<file path="src/rtl/seq_enable_pipe_bank_pkg.sv">
// Shared lane type and lane-extraction helper for the enabled pipeline bank.
package seq_enable_pkg;

    localparam int LANE_W    = 8;
    localparam int MAX_LANES = 16;

    typedef logic [LANE_W-1:0] lane_t;

    function automatic lane_t lane_sel(input logic [MAX_LANES*LANE_W-1:0] bus, input int unsigned l);
        return bus[l*LANE_W +: LANE_W];
    endfunction

endpackage

</file>
<file path="src/rtl/seq_enable_pipe_bank_if.sv">
// Control, data and status bundle of the enabled pipeline bank (clk/rst stay outside).
interface seq_enable_pipe_bank_if #(
    parameter int WIDTH = 8,
    parameter int LANES = 4,
    parameter int CNT_W = 16
);
    logic                    clr;
    logic                    stall;
    logic                    in_valid;
    logic [LANES-1:0]        en;
    logic [LANES*WIDTH-1:0]  d;
    logic [LANES*WIDTH-1:0]  q;
    logic                    out_valid;
    logic [LANES-1:0]        dirty;
    logic [CNT_W-1:0]        cap_cnt;

    modport master (
        output clr, stall, in_valid, en, d,
        input  q, out_valid, dirty, cap_cnt
    );

    modport slave (
        input  clr, stall, in_valid, en, d,
        output q, out_valid, dirty, cap_cnt
    );
endinterface

</file>
<file path="src/rtl/seq_enable_pipe_bank_lane_reg.sv">
// One lane register: rst > clr > stall > en; 1-cycle latency, stall holds the value.
module seq_enable_lane_reg #(
    parameter int               WIDTH   = 8,
    parameter logic [WIDTH-1:0] RST_VAL = '0
) (
    input  logic             clk,
    input  logic             rst,
    input  logic             clr,
    input  logic             stall,
    input  logic             en,
    input  logic [WIDTH-1:0] d,
    output logic [WIDTH-1:0] q
);

    always_ff @(posedge clk) begin
        if (rst || clr) begin
            q <= RST_VAL;
        end else if (!stall && en) begin
            q <= d;
        end
    end

endmodule

</file>
<file path="src/rtl/seq_enable_pipe_bank.sv">
// Multi-lane enabled capture followed by a DEPTH-stage shift; latency d->q = DEPTH cycles.
// stall freezes every stage and the counter; clr wipes data/valid/dirty but keeps the count.
module seq_enable_pipe_bank
    import seq_enable_pkg::*;
#(
    parameter int               WIDTH   = LANE_W,
    parameter int               LANES   = 4,
    parameter int               DEPTH   = 2,
    parameter logic [WIDTH-1:0] RST_VAL = '0,
    parameter int               CNT_W   = 16
) (
    input  logic                  clk,
    input  logic                  rst,
    seq_enable_pipe_bank_if.slave bus
);

    logic [DEPTH-1:0][LANES*WIDTH-1:0] stg;
    logic [DEPTH-1:0]                  vld;
    logic [LANES-1:0]                  lane_cap;
    logic                              cap;
    logic [LANES-1:0]                  dirty_r;
    logic [CNT_W-1:0]                  cnt_r;

    assign lane_cap = bus.en & {LANES{bus.in_valid}};
    assign cap      = |lane_cap;

    for (genvar k = 0; k < DEPTH; k++) begin : g_stage
        for (genvar l = 0; l < LANES; l++) begin : g_lane
            logic [WIDTH-1:0] lane_d;
            logic [WIDTH-1:0] lane_q;
            logic             lane_en;

            // Stage 0 merges enabled lanes into the held word; later stages always shift.
            if (k == 0) begin : g_in
                assign lane_d  = bus.d[l*WIDTH +: WIDTH];
                assign lane_en = lane_cap[l];
            end else begin : g_sh
                assign lane_d  = stg[k-1][l*WIDTH +: WIDTH];
                assign lane_en = 1'b1;
            end

            seq_enable_lane_reg #(
                .WIDTH   (WIDTH),
                .RST_VAL (RST_VAL)
            ) u_reg (
                .clk   (clk),
                .rst   (rst),
                .clr   (bus.clr),
                .stall (bus.stall),
                .en    (lane_en),
                .d     (lane_d),
                .q     (lane_q)
            );

            assign stg[k][l*WIDTH +: WIDTH] = lane_q;
        end
    end

    always_ff @(posedge clk) begin
        if (rst || bus.clr) begin
            vld <= '0;
        end else if (!bus.stall) begin
            vld[0] <= cap;
            for (int k = 1; k < DEPTH; k++) begin
                vld[k] <= vld[k-1];
            end
        end
    end

    always_ff @(posedge clk) begin
        if (rst || bus.clr) begin
            dirty_r <= '0;
        end else if (!bus.stall) begin
            dirty_r <= dirty_r | lane_cap;
        end
    end

    // Counter survives clr so software can track lifetime captures across flushes.
    always_ff @(posedge clk) begin
        if (rst) begin
            cnt_r <= '0;
        end else if (!bus.clr && !bus.stall && cap) begin
            cnt_r <= cnt_r + CNT_W'(1);
        end
    end

    assign bus.q         = stg[DEPTH-1];
    assign bus.out_valid = vld[DEPTH-1];
    assign bus.dirty     = dirty_r;
    assign bus.cap_cnt   = cnt_r;

endmodule

</file>
<file path="src/flat_wrapper.sv">
// flat-port wrapper written by rule: the top's interface ports become plain ports
module seq_enable_pipe_bank_flat import seq_enable_pkg::*;
#(
    parameter int               WIDTH   = LANE_W,
    parameter int               LANES   = 4,
    parameter int               DEPTH   = 2,
    parameter logic [WIDTH-1:0] RST_VAL = '0,
    parameter int               CNT_W   = 16
)
  (clk, rst, bus_clr, bus_stall, bus_in_valid, bus_en, bus_d, bus_q, bus_out_valid, bus_dirty, bus_cap_cnt);
  seq_enable_pipe_bank_if #(.WIDTH(WIDTH), .LANES(LANES), .CNT_W(CNT_W)) bus_i ();
  input  logic clk;
  input  logic rst;
  input wire logic [$bits(bus_i.clr)-1:0] bus_clr;
  input wire logic [$bits(bus_i.stall)-1:0] bus_stall;
  input wire logic [$bits(bus_i.in_valid)-1:0] bus_in_valid;
  input wire logic [$bits(bus_i.en)-1:0] bus_en;
  input wire logic [$bits(bus_i.d)-1:0] bus_d;
  output wire logic [$bits(bus_i.q)-1:0] bus_q;
  output wire logic [$bits(bus_i.out_valid)-1:0] bus_out_valid;
  output wire logic [$bits(bus_i.dirty)-1:0] bus_dirty;
  output wire logic [$bits(bus_i.cap_cnt)-1:0] bus_cap_cnt;
  assign bus_i.clr = bus_clr;
  assign bus_i.stall = bus_stall;
  assign bus_i.in_valid = bus_in_valid;
  assign bus_i.en = bus_en;
  assign bus_i.d = bus_d;
  assign bus_q = bus_i.q;
  assign bus_out_valid = bus_i.out_valid;
  assign bus_dirty = bus_i.dirty;
  assign bus_cap_cnt = bus_i.cap_cnt;
  seq_enable_pipe_bank #(.WIDTH(WIDTH), .LANES(LANES), .DEPTH(DEPTH), .RST_VAL(RST_VAL), .CNT_W(CNT_W)) u_core (.clk(clk), .rst(rst), .bus(bus_i));
endmodule
</file>
<file path="config.mk">
export PLATFORM = sky130hd
export DESIGN_NAME = seq_enable_pipe_bank_flat
export DESIGN_NICKNAME = d
export VERILOG_FILES = /design/src/rtl/seq_enable_pipe_bank_pkg.sv /design/src/rtl/seq_enable_pipe_bank_if.sv /design/src/rtl/seq_enable_pipe_bank_lane_reg.sv /design/src/rtl/seq_enable_pipe_bank.sv /design/src/flat_wrapper.sv
export SDC_FILE = /design/constraint.sdc
export NUM_CORES = 1
export LEC_CHECK = 0
export CORE_ASPECT_RATIO = 0.7
export CORE_MARGIN = 2
export CORE_UTILIZATION = 30
export DETAILED_ROUTE_END_ITERATION = 10
export SLEW_MARGIN = 5
export SYNTH_ARGS = -nofsm -noshare
export SYNTH_HDL_FRONTEND = slang
export SYNTH_SLANG_ARGS = --single-unit
</file>
<file path="constraint.sdc">
create_clock -name clk -period 2.1 [get_ports clk]
set_clock_uncertainty 0.2 [all_clocks]
set_input_delay 0.315 -clock clk [delete_from_list [all_inputs] [get_ports clk]]
set_output_delay 0.315 -clock clk [all_outputs]
set_load 0.01 [all_outputs]
</file>
==> qor.csv <==
metric,value,unit
"count leader, synth",dfxtp_1,
vias post-DR,2861,
cells after synthesis,357,
post-DR wirelength/cell,14.4,µm
antenna violations before repair,0,
worst-margin pin slew,0.353,ns
Final setup viols,0,
Post-synth EDFFs,0,
Clock power frac,0.461,
PwrDens,749,nW/µm²
die height,90.8,µm
CP Class,input pin to flop,
Mapped Area,3230,µm²
Iter 0 DRT Violations,200,
total grt overflow,0,
Layout Cells excl Fill,593,
clock-pin slew of the registers on the worst-case setup and hold paths,0.06,ns
sequential power share,0.470,
port bufs,93,
wire length of the first global-routing pass,14.0,mm
CTS Sinks,86,
Peak VDD IR,0.362,mV
dpl cells,578,
Post-synth ARST share,0,
Yosys top cell by area,dfxtp_1,
Seq cells post-synth,86,
Net Sw Power,0.000742,W
WL final,8.54,mm
post-layout net count,499,
Hold WS,0.254,ns
Die ar.,11600,µm²
kind of cell adding the most delay to the critical path,simple AND/OR/NAND/NOR gates,
CP Launch Type,input pin,
Synth top area share,0.533,
Critical Path RT,2.12,ns
period utilization,0.959,
number of unique standard cell types used by synthesis,30,
CTS hold repair buffers,0,
min-delay worst type,flop to flop,
"top cells by area, synth","dfxtp_1 53%, mux2i_1 11%, a21oi_1 6.7%",
Filler cells,1034,
largest net degree at the start of global routing,71,
most instantiated cells after synthesis,"86 x dfxtp_1, 47 x nor2_1, 43 x a21oi_1, 43 x nand2_1",
GRT Util Overall,0.154,
Final Max Slew Viols,0,
Area Overhead vs Synth,45.9,%
dpl hpwl,5.99,mm
Boundary Pins,94,
switching part of the total,0.211,
clock buffer depth,2,
die width,128,µm
worst path arrival time,2.03,ns
drt pass-1 iters,5,
Post-route DRC,0,
crit path buf inv count,2,
Slew HR,0.762,
"Hold Violations, Final",0,
fraction of layout cells with a size suffix above 1,0.0954,
"Seq/Total Area, Yosys",0.533,
run status,finished clean,
Post-CTS Setup Bufs,0,
critical path cell sequence,clkdlybuf4s50_1 -> buf_4 -> or4_1 -> nand2b_1 -> or4_1 -> a21oi_1,
vias per cell,4.82,
vias in the first global route,2853,
cell-internal power,0.00278,W
FP Rows,31,
critical path's largest stage delay,0.57,ns
Synth Flop Type,dfxtp_1,
max cap viols,0,
syn nets,399,
CORE AREA,10400,µm²
CTS tree,yes,
Placer Congestion,0.868,
Root Driver,clkbuf_16,
Initial Util,0.311,
clk_lat worst skew,0.34,ns
Crit path top cell by count,or4_1,
slowest CP cell,or4_1,
Inserted Clock Buffers,9,
Yosys Warn Count,0,
Critical Path Fanout Max,11,
number of H-tree levels,3,
CP Capture Type,flop,
Gate power share,0.070,
crit path time final,2.01,ns
syn_area_per_cell,9.04,µm²
ant diodes,0,
Pleak,1.65,nW
RSZ-0062 raised after global routing,no,
"antenna viol nets, final",0,
f_max,497,MHz
state kept, by name, indices dropped and copies added, names as in the netlist:
name                           count
u_core.bus.cap_cnt                16
u_core.g_stage.g_lane.u_reg.q     64
u_core.vld                         2
u_core.bus.dirty                   4
what timing repair did:
item                                    CTS  global route
endpoints found under the setup margin    0             6
endpoints found under the hold margin     0             0
resized for setup                         0             4
per-layer routing:
| layer | wire [µm] | global-route usage | up-vias |
|---|---|---|---|
| met5 | 0 | 0 | - |
| met4 | 123 | 0.0495 | 0 |
| met3 | 585 | 0.0533 | 11 |
| met2 | 4010 | 0.247 | 95 |
| met1 | 3830 | 0.192 | 1331 |
| li1 | - | - | 1424 |
tightest hold or removal path, delay by kind of cell (launching register included):
family	cells	cell delay (ns)
DFF	1	0.31
and+or+nand+nor	1	0.05
AOI/OAI and AO/OA	1	0.05
per-stage QoR:
step / cell area [µm²] / utilization / power, W / setup WS [ns] / setup TNS (ns)
2_1_floorplan: 3230 / - / 0.00180 / 0.0714 / 0
3_3_place_gp: 4390 / 0.422 / 0.00193 / -0.305 / -1.87
3_5_place_dp: 4390 / 0.422 / 0.00194 / -0.341 / -3.36
4_1_cts: 4700 / 0.452 / 0.00357 / 0.0137 / 0
5_1_grt: 4710 / 0.453 / 0.00365 / 0.00557 / 0
6_report: 4710 / 0.453 / 0.00352 / 0.0863 / 0
placed cells by master, fill, tap and decap left out, types with 2 or more instances in the layout:
| cell | netlist | routed |
|---|---|---|
| nand2_1 | 43 | 43 |
| o31ai_1 | 3 | 3 |
| o21ai_1 | 3 | 3 |
| inv_1 | 3 | 3 |
| dfxtp_2 | 0 | 2 |
| buf_4 | 0 | 19 |
| or3_1 | 5 | 5 |
| nor4_1 | 3 | 3 |
| or4_1 | 5 | 4 |
| nor2_1 | 47 | 47 |
| nand3_1 | 34 | 34 |
| clkbuf_8 | 0 | 3 |
| nand4_1 | 3 | 3 |
| dfxtp_1 | 86 | 84 |
| xnor2_1 | 8 | 8 |
| a21oi_1 | 43 | 43 |
| nor3_1 | 2 | 2 |
| clkdlybuf4s50_1 | 0 | 92 |
| mux2i_1 | 34 | 34 |
| clkbuf_16 | 0 | 9 |
power groups by stage:
stage	clock [W]	combinational [W]	sequential, W
after detailed placement	0	0.000247	0.00169
after floorplan	0	0.000107	0.00169
final	0.00162	0.000246	0.00165
after global routing	0.00173	0.000267	0.00166
after CTS	0.00167	0.000249	0.00165
after global placement	0	0.000244	0.00169
layout make-up:
type                            count  area, µm²  area share
Clock buffer                       12        267      0.0566
Clock inverter                      3       42.5     0.00904
Inverter                            3       11.3     0.00239
Multi-Input combinational cell    244       1410       0.299
Sequential cell                    86       1720       0.366
Tap cell                          132        165      0.0351
Timing Repair Buffer              113       1090       0.231
final timing paths:
check	start	endpoint	slack (ns)	cells past startpoint
min reg2reg	u_core.g_stage[0].g_lane[3].u_reg.q[2]	u_core.g_stage[0].g_lane[3].u_reg.q[2]	0.25	2
max	bus_en[2]	u_core.bus.cap_cnt[12]	0.09	6
max reg2reg	u_core.bus.cap_cnt[6]	u_core.bus.cap_cnt[15]	0.14	4
min	u_core.g_stage[0].g_lane[3].u_reg.q[2]	u_core.g_stage[0].g_lane[3].u_reg.q[2]	0.25	2
cells by family (layout without fill, tap and decap cells):
group | after synthesis | after routing | synth area share
AO/OA/AOI/OAI | 51 | 51 | 0.0822
flip-flops | 86 | 86 | 0.533
adder cells (fa/ha/maj) | 1 | 1 | 0.00388
AND/OR/NAND/NOR | 150 | 150 | 0.219
XOR/XNOR | 8 | 8 | 0.0217
multiplexers | 34 | 34 | 0.105
buffers and inverters | 27 | 131 | 0.0341
Power figures use the tool's default switching activity.
